--- src/rtl/ucsbece154b_branch_predictor_pkg.sv ---
`default_nettype none
// ============================================================================
// Module      : ucsbece154b_bp_pkg
// Description : Shared definitions for the fetch-stage branch predictor:
//               2-bit counter encodings, the PHT reset value, RV32I control
//               opcodes used by the datapath to form branch/jump strobes,
//               and BTB field-width helpers.
// Ports       : none (package)
// Revision    : 1.0 - initial release
// ============================================================================
package ucsbece154b_bp_pkg;

   // 2-bit saturating counter encodings
   localparam logic [1:0] SNT = 2'b00;   // strongly not taken
   localparam logic [1:0] WNT = 2'b01;   // weakly not taken
   localparam logic [1:0] WT  = 2'b10;   // weakly taken
   localparam logic [1:0] ST  = 2'b11;   // strongly taken

   localparam logic [1:0] PHT_RESET = WNT;

   // Opcodes the datapath decodes into BranchE_i / JumpE_i
   localparam logic [6:0] OP_BRANCH = 7'b1100011;
   localparam logic [6:0] OP_JAL    = 7'b1101111;
   localparam logic [6:0] OP_JALR   = 7'b1100111;

   // BTB index width: PC[BI+1:2]
   function automatic int btb_idx_w(input int num_entries);
      return $clog2(num_entries);
   endfunction

   // BTB tag width: PC[31:BI+2]
   function automatic int btb_tag_w(input int num_entries);
      return 30 - $clog2(num_entries);
   endfunction

   // Full entry: valid + tag + 32-bit target + is_jump + is_branch
   function automatic int btb_entry_w(input int num_entries);
      return 1 + btb_tag_w(num_entries) + 32 + 2;
   endfunction

endpackage
`default_nettype wire

--- src/rtl/ucsbece154b_branch_predictor_if.sv ---
`default_nettype none
// ============================================================================
// Module      : ucsbece154b_branch_predictor_if
// Description : Fetch-prediction and Execute-training bus between the
//               datapath (master) and the branch predictor (slave).
// Signals     : PCF_i, BranchTakenF_o, BTBtargetF_o, PHTindexF_o  (fetch)
//               PCE_i, PCTargetE_i, BranchE_i, JumpE_i, BranchTakenE_i,
//               PHTindexE_i                                       (train)
// Revision    : 1.0 - initial release
// ============================================================================
interface ucsbece154b_branch_predictor_if #(
   parameter int NUM_GHR_BITS = 5
);
   logic [31:0]             PCF_i;
   logic                    BranchTakenF_o;
   logic [31:0]             BTBtargetF_o;
   logic [NUM_GHR_BITS-1:0] PHTindexF_o;
   logic [31:0]             PCE_i;
   logic [31:0]             PCTargetE_i;
   logic                    BranchE_i;
   logic                    JumpE_i;
   logic                    BranchTakenE_i;
   logic [NUM_GHR_BITS-1:0] PHTindexE_i;

   modport master (
      output PCF_i, PCE_i, PCTargetE_i, BranchE_i, JumpE_i,
             BranchTakenE_i, PHTindexE_i,
      input  BranchTakenF_o, BTBtargetF_o, PHTindexF_o
   );

   modport slave (
      input  PCF_i, PCE_i, PCTargetE_i, BranchE_i, JumpE_i,
             BranchTakenE_i, PHTindexE_i,
      output BranchTakenF_o, BTBtargetF_o, PHTindexF_o
   );
endinterface
`default_nettype wire

--- src/rtl/ucsbece154b_branch_predictor_pht.sv ---
`default_nettype none
// ============================================================================
// Module      : ucsbece154b_pht
// Description : gshare pattern history table. Holds the global history
//               register and 2^NUM_GHR_BITS saturating 2-bit counters.
// Ports       : clk, reset      - clock, async active-high reset
//               pc_bits         - PCF[NUM_GHR_BITS+1:2]
//               rd_idx          - gshare index for the fetch PC
//               rd_taken        - MSB of the counter at rd_idx
//               train_en        - a conditional branch resolved in Execute
//               train_idx       - index carried down with that branch
//               train_taken     - its resolved outcome
// Revision    : 1.0 - initial release
// ============================================================================
module ucsbece154b_pht
   import ucsbece154b_bp_pkg::*;
#(
   parameter int NUM_GHR_BITS = 5
) (
   input  wire logic                    clk,
   input  wire logic                    reset,
   input  wire logic [NUM_GHR_BITS-1:0] pc_bits,
   output logic      [NUM_GHR_BITS-1:0] rd_idx,
   output logic                         rd_taken,
   input  wire logic                    train_en,
   input  wire logic [NUM_GHR_BITS-1:0] train_idx,
   input  wire logic                    train_taken
);
   localparam int DEPTH = 1 << NUM_GHR_BITS;

   logic [NUM_GHR_BITS-1:0] r_ghr;
   logic [1:0]              r_ctr [DEPTH];

   // Reads see pre-update state, so a same-cycle train is invisible here.
   assign rd_idx   = pc_bits ^ r_ghr;
   assign rd_taken = r_ctr[rd_idx][1];

   always_ff @(posedge clk or posedge reset) begin
      if (reset) begin
         r_ghr <= '0;
         for (int i = 0; i < DEPTH; i++) begin
            r_ctr[i] <= PHT_RESET;
         end
      end else if (train_en) begin
         r_ghr <= {r_ghr[NUM_GHR_BITS-2:0], train_taken};
         if (train_taken && (r_ctr[train_idx] != ST)) begin
            r_ctr[train_idx] <= r_ctr[train_idx] + 2'd1;
         end else if (!train_taken && (r_ctr[train_idx] != SNT)) begin
            r_ctr[train_idx] <= r_ctr[train_idx] - 2'd1;
         end
      end
   end

endmodule
`default_nettype wire

--- src/rtl/ucsbece154b_branch_predictor.sv ---
`default_nettype none
// ============================================================================
// Module      : ucsbece154b_branch_predictor
// Description : Fetch-stage predictor: direct-mapped BTB plus gshare PHT.
//               Prediction is combinational from PCF; training happens on
//               the clock edge from Execute-stage resolution.
// Ports       : clk    - clock
//               reset  - async active-high, clears all predictor state
//               bp     - predictor bus (slave side), see the interface
// Revision    : 1.0 - initial release
// ============================================================================
module ucsbece154b_branch_predictor
   import ucsbece154b_bp_pkg::*;
#(
   parameter int NUM_BTB_ENTRIES = 32,
   parameter int NUM_GHR_BITS    = 5
) (
   input wire logic                     clk,
   input wire logic                     reset,
   ucsbece154b_branch_predictor_if.slave bp
);
   localparam int BI    = btb_idx_w(NUM_BTB_ENTRIES);
   localparam int TAG_W = btb_tag_w(NUM_BTB_ENTRIES);

   logic [NUM_BTB_ENTRIES-1:0] r_valid;
   logic [TAG_W-1:0]           r_tag       [NUM_BTB_ENTRIES];
   logic [31:0]                r_target    [NUM_BTB_ENTRIES];
   logic                       r_is_jump   [NUM_BTB_ENTRIES];
   logic                       r_is_branch [NUM_BTB_ENTRIES];

   logic [BI-1:0]    w_f_idx;
   logic [TAG_W-1:0] w_f_tag;
   logic [BI-1:0]    w_e_idx;
   logic [TAG_W-1:0] w_e_tag;
   logic             w_hit;
   logic             w_pht_taken;
   logic             w_upd;

   assign w_f_idx = bp.PCF_i[BI+1:2];
   assign w_f_tag = bp.PCF_i[31:BI+2];
   assign w_e_idx = bp.PCE_i[BI+1:2];
   assign w_e_tag = bp.PCE_i[31:BI+2];
   assign w_upd   = bp.BranchE_i | bp.JumpE_i;

   ucsbece154b_pht #(
      .NUM_GHR_BITS (NUM_GHR_BITS)
   ) u_pht (
      .clk         (clk),
      .reset       (reset),
      .pc_bits     (bp.PCF_i[NUM_GHR_BITS+1:2]),
      .rd_idx      (bp.PHTindexF_o),
      .rd_taken    (w_pht_taken),
      .train_en    (bp.BranchE_i),
      .train_idx   (bp.PHTindexE_i),
      .train_taken (bp.BranchTakenE_i)
   );

   assign w_hit             = r_valid[w_f_idx] && (r_tag[w_f_idx] == w_f_tag);
   assign bp.BranchTakenF_o = w_hit &&
                              (r_is_jump[w_f_idx] || (r_is_branch[w_f_idx] && w_pht_taken));
   assign bp.BTBtargetF_o   = w_hit ? r_target[w_f_idx] : 32'b0;

   // Only the valid bits need reset; payload is don't-care while invalid.
   // A tag mismatch simply overwrites the slot.
   always_ff @(posedge clk or posedge reset) begin
      if (reset) begin
         r_valid <= '0;
      end else if (w_upd) begin
         r_valid[w_e_idx]     <= 1'b1;
         r_tag[w_e_idx]       <= w_e_tag;
         r_target[w_e_idx]    <= bp.PCTargetE_i;
         r_is_jump[w_e_idx]   <= bp.JumpE_i;
         // A simultaneous branch+jump strobe is stored as a jump.
         r_is_branch[w_e_idx] <= bp.BranchE_i & ~bp.JumpE_i;
      end
   end

endmodule
`default_nettype wire

--- src/flat_wrapper.sv ---
// flat-port wrapper written by rule: the top's interface ports become plain ports
module ucsbece154b_branch_predictor_flat import ucsbece154b_bp_pkg::*;
#(
   parameter int NUM_BTB_ENTRIES = 32,
   parameter int NUM_GHR_BITS    = 5
)
  (clk, reset, bp_PCF_i, bp_PCE_i, bp_PCTargetE_i, bp_BranchE_i, bp_JumpE_i, bp_BranchTakenE_i, bp_PHTindexE_i, bp_BranchTakenF_o, bp_BTBtargetF_o, bp_PHTindexF_o);
  ucsbece154b_branch_predictor_if #(.NUM_GHR_BITS(NUM_GHR_BITS)) bp_i ();
  input wire logic clk;
  input wire logic reset;
  input wire logic [$bits(bp_i.PCF_i)-1:0] bp_PCF_i;
  input wire logic [$bits(bp_i.PCE_i)-1:0] bp_PCE_i;
  input wire logic [$bits(bp_i.PCTargetE_i)-1:0] bp_PCTargetE_i;
  input wire logic [$bits(bp_i.BranchE_i)-1:0] bp_BranchE_i;
  input wire logic [$bits(bp_i.JumpE_i)-1:0] bp_JumpE_i;
  input wire logic [$bits(bp_i.BranchTakenE_i)-1:0] bp_BranchTakenE_i;
  input wire logic [$bits(bp_i.PHTindexE_i)-1:0] bp_PHTindexE_i;
  output wire logic [$bits(bp_i.BranchTakenF_o)-1:0] bp_BranchTakenF_o;
  output wire logic [$bits(bp_i.BTBtargetF_o)-1:0] bp_BTBtargetF_o;
  output wire logic [$bits(bp_i.PHTindexF_o)-1:0] bp_PHTindexF_o;
  assign bp_i.PCF_i = bp_PCF_i;
  assign bp_i.PCE_i = bp_PCE_i;
  assign bp_i.PCTargetE_i = bp_PCTargetE_i;
  assign bp_i.BranchE_i = bp_BranchE_i;
  assign bp_i.JumpE_i = bp_JumpE_i;
  assign bp_i.BranchTakenE_i = bp_BranchTakenE_i;
  assign bp_i.PHTindexE_i = bp_PHTindexE_i;
  assign bp_BranchTakenF_o = bp_i.BranchTakenF_o;
  assign bp_BTBtargetF_o = bp_i.BTBtargetF_o;
  assign bp_PHTindexF_o = bp_i.PHTindexF_o;
  ucsbece154b_branch_predictor #(.NUM_BTB_ENTRIES(NUM_BTB_ENTRIES), .NUM_GHR_BITS(NUM_GHR_BITS)) u_core (.clk(clk), .reset(reset), .bp(bp_i));
endmodule
--- config.mk ---
export PLATFORM = sky130hd
export DESIGN_NAME = ucsbece154b_branch_predictor_flat
export DESIGN_NICKNAME = d
export VERILOG_FILES = /design/src/rtl/ucsbece154b_branch_predictor_pkg.sv /design/src/rtl/ucsbece154b_branch_predictor_if.sv /design/src/rtl/ucsbece154b_branch_predictor_pht.sv /design/src/rtl/ucsbece154b_branch_predictor.sv /design/src/flat_wrapper.sv
export SDC_FILE = /design/constraint.sdc
export NUM_CORES = 2
export LEC_CHECK = 0
export CAP_MARGIN = 20
export CORE_ASPECT_RATIO = 0.75
export CORE_MARGIN = 1
export CORE_UTILIZATION = 50
export CTS_BUF_LIST = sky130_fd_sc_hd__clkbuf_2
export DETAILED_ROUTE_END_ITERATION = 7
export MAX_ROUTING_LAYER = met4
export PLACE_DENSITY = 0.75
export SLEW_MARGIN = 0
export SYNTH_ARGS = -nofsm -noshare
export SYNTH_HDL_FRONTEND = slang
export SYNTH_SLANG_ARGS = --single-unit
--- constraint.sdc ---
create_clock -name clk -period 7 [get_ports clk]
set_input_delay 1.4 -clock clk [delete_from_list [all_inputs] [get_ports clk]]
set_output_delay 1.4 -clock clk [all_outputs]
set_load 0.02 [all_outputs]
== Yosys cells after proc, flatten, opt, wreduce, memory -nomap -nowiden ==
Memory sizes are Yosys's and may differ from the RTL's.
Index checks and enable logic that the tools add are counted.

* Reduce and logical (&&, ||, !) cells: 14
* Div/mod/pow operators: 0
* Equality and inequality tests: 2
* $mul: 0
* Mux-type cells: 19
* Bitwise operators: 7
* Add/subtract/negate cells: 2
* Magnitude comparators: 6
* Shift-type cells: 0

{| class="wikitable"
|+ Operators by type and width
! cell !! number
|-
| 64-bit bitwise mux || 2
|-
| 64-bit 2-to-1 mux || 2
|-
| 32-bit 2-to-1 mux || 1
|-
| 32-bit OR || 1
|-
| 25-bit equality test || 1
|-
| 2-bit binary-select mux with 5-bit select || 2
|-
| 6-bit greater-or-equal comparator (second input constant) || 2
|-
| 5-bit by 6-bit less-than comparator with 1-bit output (second input constant) || 2
|-
| 5-bit inverter with 6-bit output || 2
|-
| 2-bit demux with 5-bit select || 1
|-
| 2-bit 2-to-1 mux || 5
|-
| 1-bit logical AND || 8
|-
| 6-bit by 1-bit less-than comparator with 1-bit output (second input constant) || 1
|-
| 1-bit binary-select mux with 5-bit select || 1
|-
| 1-bit demux with 5-bit select || 1
|-
| 5-bit by 1-bit greater-or-equal comparator with 1-bit output (second input constant) || 1
|-
| 5-bit bitwise XOR || 1
|-
| 1-bit 2-to-1 mux || 4
|-
| 2-bit nonzero test || 2
|-
| 2-bit by 1-bit adder with 2-bit output (second input constant) || 1
|-
| 1-bit logical NOT || 2
|-
| 2-bit inequality test (second input constant) || 1
|-
| 2-bit AND reduction || 1
|-
| 2-bit by 1-bit subtractor with 2-bit output (second input constant) || 1
|-
| other kinds (4) || 4
|}

* Flip-flop bits (word level): 101
* ROM bits: 0
* RAM bits: 1888
* Memories: 4
* Bits in latches: 0

{| class="wikitable"
|+ Memories
! name !! words !! bits a word !! read ports !! clocked after Yosys merged registers in !! write ports !! RTL line !! RTL
|-
| u_core.r_target || 32 || 32 || 1 || 0 || 1 || ucsbece154b_branch_predictor.sv:27 || <nowiki>logic [31:0] r_target [NUM_BTB_ENTRIES];</nowiki>
|-
| u_core.r_tag || 32 || 25 || 1 || 0 || 1 || ucsbece154b_branch_predictor.sv:26 || <nowiki>logic [TAG_W-1:0] r_tag [NUM_BTB_ENTRIES];</nowiki>
|-
| u_core.r_is_branch || 32 || 1 || 1 || 0 || 1 || ucsbece154b_branch_predictor.sv:29 || <nowiki>logic r_is_branch [NUM_BTB_ENTRIES];</nowiki>
|-
| u_core.r_is_jump || 32 || 1 || 1 || 0 || 1 || ucsbece154b_branch_predictor.sv:28 || <nowiki>logic r_is_jump [NUM_BTB_ENTRIES];</nowiki>
|}

== Longest topological paths before layout ==
* Word-level depth: 8
* Mapped depth: 15

== Cells and area by module ==
Synthesis repeated with hierarchy kept, for this count alone.

* Cells, all modules: 3477
* Area, all modules: 77987.3 um^2

{| class="wikitable"
|+ By module, submodules not included
! module !! area an instance (um^2) !! sequential area each (um^2) !! instances !! cells each
|-
| ucsbece154b_branch_predictor || 74247.5 || 57495.1 || 1 || 3207
|-
| ucsbece154b_pht || 3739.8 || 1766.7 || 1 || 270
|}

== Least setup slack after synthesis ==
OpenSTA, ideal clock, no wires.

* Path type: input-to-reg
* Start: in reset
* End: mem u_core.r_is_branch[29], enable pin
* Setup slack: -285 ps
* Cell stages on the path: 3
* Arrival: 6809 ps
* Required time: 6524 ps
* Path through: inv_1 > nand3_1 > nor2_1

* Longest elaborated chain between the ends: 3

{| class="wikitable"
|+ Ends and longest elaborated chain
! item !! RTL line !! RTL
|-
| start, declared || flat_wrapper.sv:10 || <nowiki>input wire logic reset;</nowiki>
|-
| 1-bit logical NOT (no source line) || - ||
|-
| 1-bit logical AND (not written as such) || ucsbece154b_branch_predictor.sv:74 || <nowiki>r_is_branch[w_e_idx] <= bp.BranchE_i & ~bp.JumpE_i;</nowiki>
|-
| 1-bit 2-to-1 mux (not written as such) || ucsbece154b_branch_predictor.sv:74 ||
|-
| end, declared || ucsbece154b_branch_predictor.sv:29 ||
|}

No other way between the ends.

== Worst setup path in the final report ==
* Start: mem u_core.r_tag[11][6] (netlist bit)
* End: out bp_BTBtargetF_o[12]

* Longest elaborated chain between the ends: 4

{| class="wikitable"
|+ Ends and longest elaborated chain
! item !! RTL line !! RTL
|-
| start, declared || ucsbece154b_branch_predictor.sv:26 ||
|-
| memory read 32 x 25 bit || - ||
|-
| 25-bit equality test || ucsbece154b_branch_predictor.sv:58 || <nowiki>assign w_hit = r_valid[w_f_idx] && (r_tag[w_f_idx] == w_f_tag);</nowiki>
|-
| 1-bit logical AND || ucsbece154b_branch_predictor.sv:58 ||
|-
| 32-bit 2-to-1 mux || ucsbece154b_branch_predictor.sv:61 || <nowiki>assign bp.BTBtargetF_o = w_hit ? r_target[w_f_idx] : 32'b0;</nowiki>
|-
| end, declared || flat_wrapper.sv:19 || <nowiki>output wire logic [$bits(bp_i.BTBtargetF_o)-1:0] bp_BTBtargetF_o;</nowiki>
|}

No other way between the ends.

==> flow_summary_export.csv <==
group,metric,value,unit
sta,slew_viol_final,0,
global_routing,grt_max_degree,103,
routing,dr_total_vias,39200,
run,max-cap-violations,0,
synth,async_flop_share,0.0508,
synth,synth-seq-cells,1989,
synth,synth_ff_type,"edfxtp_1",
power,total_leakage_power,0.0285,uW
worst_setup_path,crit_fanout,32,
cts,cts_buffers,460,
synth,yosys_warnings,0,
placement,io_buffer_count,139,
worst_setup_path,crit_arrival,5.45,ns
die,die_w,456,um
synth,syn_area,77300,um2
power,power.density,257,nW/um2
sta,max_freq,146,MHz
routing,wire_per_inst,29.6,um
sta,slew_headroom,0.224,
cts,clk_pin_slew,0.11,ns
sta,setup_viol,0,
finish,layout-drive-gt1-share,0.354,
die,dieArea,156000,um2
finish,nets,4143,
routing,drc,0,
cts,cts_root_buf,"clkbuf_2",
min_path,hold_start,"bp_BranchTakenE_i",
placement,dp_cells,5586,
worst_setup_path,worstSetupPathType,"reg -> out",
die,die_h,343,um
die,coreArea,153000,um2
sta,worstMarginPinSlew,1.16,ns
finish,final_cell_mix,"edfxtp_1, clkbuf_2, mux4_2, mux2i_1, buf_4",
synth,synth.distinct_cells,55,
finish,multi_input_area,17400,um2
cts,htreeDepth,5,
sta,fin_tns_setup,0,ns
routing,first_iter_violations,5058,
finish,final_common_cell,"edfxtp_1",
sta,fin_crit,6.85,ns
global_routing,grt_usage,0.253,
cts,cts.sinks,1989,
global_routing,antenna_found_initial,15,
sta,hold_viol,0,
min_path,hold_path.class,"in -> reg",
die,num_rows,124,
routing,via_per_inst,6.08,
cts,postCtsSetupBuffers,0,
die,ios,144,
worst_setup_path,start_kind,"flip-flop",
placement,dp_hpwl,98600,um
worst_setup_path,cp-end-kind,"output pin",
placement,gp_congestion,0.802,
routing,drt_pass1_iterations,5,
finish,area.sequential,59300,um2
finish,areaGrowthSynthToFinish,12.1,%
finish,stdcell_count,6436,
global_routing,grt_first_pass_wirelength,272000,um
die,start_util,0.505,
synth,synth_edf_count,1888,
sta,hold_ws,0.420,ns
global_routing,grt_pass1_vias,39700,
power,peakVddDrop,168,uV
routing,ant_nets,0,
cts,clock_path_buffers,4,
routing,routed_wl,191000,um
sta,timing.clock.skew,0.103,ns
worst_setup_path,cp_data_required_time,5.60,ns
cts,clk_latency,1.80,ns
synth,postSynthCellCount,3458,
cts,tritoncts,"yes",
synth,avgSynthCellArea,22.4,um2
global_routing,overflow,0,
worst_setup_path,r2r-start,"u_core.u_pht.r_ctr[9]$_DFFE_PP0P_",
sta,timing.final.crit_share,0.979,
synth,synthesis.nets,3566,
synth,synth_seq_area_share,0.767,
worst_setup_path,startpoint,"u_core.r_tag[11][6]$_DFFE_PP_",
finish,nFillCells,11200,
power,finalPower,22300,uW
outcome,status,"complete, no violations",
[critical path, stage by stage (launching register included)]
cell	delay, ns
edfxtp_1	0.38
mux4_2	0.49
mux4_2	0.52
mux2i_1	0.19
xor2_1	0.24
buf_4	0.19
nand4_1	0.12
or4_2	0.63
buf_12	0.20
nor3_1	0.26
dlygate4sd2_1	0.36
[flip-flops by register name, indices dropped and copies added (netlist names), named ones only]
name / cells
u_core.r_is_branch: 32
u_core.u_pht.r_ctr: 32
u_core.u_pht.r_ghr: 5
u_core.r_is_jump: 32
u_core.r_valid: 32
u_core.r_target: 1024
u_core.r_tag: 800
[stage by stage]
| step | worst slack [ns] | utilization | area, um2 |
|---|---|---|---|
| 2_1_floorplan | -0.285 | - | 77300 |
| 3_3_place_gp | 0.125 | 0.539 | 82500 |
| 3_5_place_dp | 0.0947 | 0.539 | 82500 |
| 4_1_cts | 0.0212 | 0.566 | 86600 |
| 5_1_grt | -0.0981 | 0.567 | 86700 |
| 6_report | 0.148 | 0.567 | 86700 |
[repair_timing]
| item | in CTS | in global routing |
|---|---|---|
| endpoints found under the setup margin | 32 | 4 |
| endpoints found under the hold margin | 20 | 0 |
| gates resized for setup | 40 | 4 |
| hold buffers | 1 | 0 |
[report_power, final]
group | internal [uW] | switching [uW] | total [uW]
sequential | 13300 | 118 | 13400
clock | 2800 | 4410 | 7210
combinational | 747 | 881 | 1630
[layer usage]
| layer | share of wire | GRT usage |
|---|---|---|
| met1 | 0.38 | 0.334 |
| met5 | 0 | - |
| met4 | 0.030 | 0.0969 |
| met2 | 0.47 | 0.377 |
| met3 | 0.11 | 0.0713 |
[cells by family (layout without fill, tap and decap cells)]
group	Yosys count	count (layout)	share of synthesized area
adders and majority gates	2	2	0.000324
DFF	1989	1989	0.767
buffers and inverters	198	1137	0.0126
xor gates and xnor gates	31	31	0.00351
and+or+nand+nor	313	313	0.0198
AOI/OAI and AO/OA	202	202	0.0178
other	0	23	0
muxes	723	723	0.179
[synth_stat cells, drive strengths merged, types with 3 or more instances]
master,n,area share
a211oi,3,0.00029
a21o,15,0.0015
a21oi,39,0.0025
a221o,8,0.0010
a221oi,7,0.00079
a22oi,38,0.0037
a31oi,5,0.00040
a32oi,4,0.00045
and2,9,0.00073
and3,5,0.00040
buf,137,0.0096
clkbuf,53,0.0026
dfrtp,69,0.022
dfstp,32,0.011
edfxtp,1888,0.73
inv,7,0.00034
mux2,45,0.0066
mux2i,152,0.020
mux4,526,0.15
nand2,42,0.0020
nand2b,12,0.00097
nand3,23,0.0015
nand3b,5,0.00049
nand4,15,0.0012
nor2,113,0.0055
nor2b,19,0.0015
nor3,40,0.0027
nor3b,3,0.00029
nor4,8,0.00065
o2111ai,3,0.00034
o211ai,8,0.00078
o21ai,22,0.0014
o21bai,16,0.0016
o221ai,3,0.00034
o22ai,25,0.0020
or2,4,0.00032
or3,5,0.00040
or3b,5,0.00057
xnor2,16,0.0018
xor2,15,0.0017
[area by class of cell]
type / count / share of cell area
sequential: 1989 / 0.684
multi-input combinational: 1271 / 0.200
clock buffer: 703 / 0.0406
timing repair buffer: 305 / 0.0386
tap: 2016 / 0.0291
clock inverter: 121 / 0.00688
antenna: 23 / 0.000664
inverter: 8 / 0.000462
[worst paths after layout]
| path | slack [ns] | cells after the start | to |
|---|---|---|---|
| worst min register to register | 0.47 | 1 | u_core.r_valid[6]$_DFFE_PP0N_ |
| max in group asynchronous | 5.50 | 5 | async pin |
| worst max-delay path | 0.15 | 10 | bp_BTBtargetF_o[12] |
| worst max register to register | 3.59 | 12 | u_core.u_pht.r_ctr[59]$_DFFE_PP0P_ |
| worst min-delay path | 0.42 | 2 | u_core.u_pht.r_ghr[0]$_DFFE_PP0P_ |
| min in group asynchronous | 0.47 | 3 | u_core.r_valid[30]$_DFFE_PP0N_ |
No activity file was read; power rests on OpenSTA's default activity.
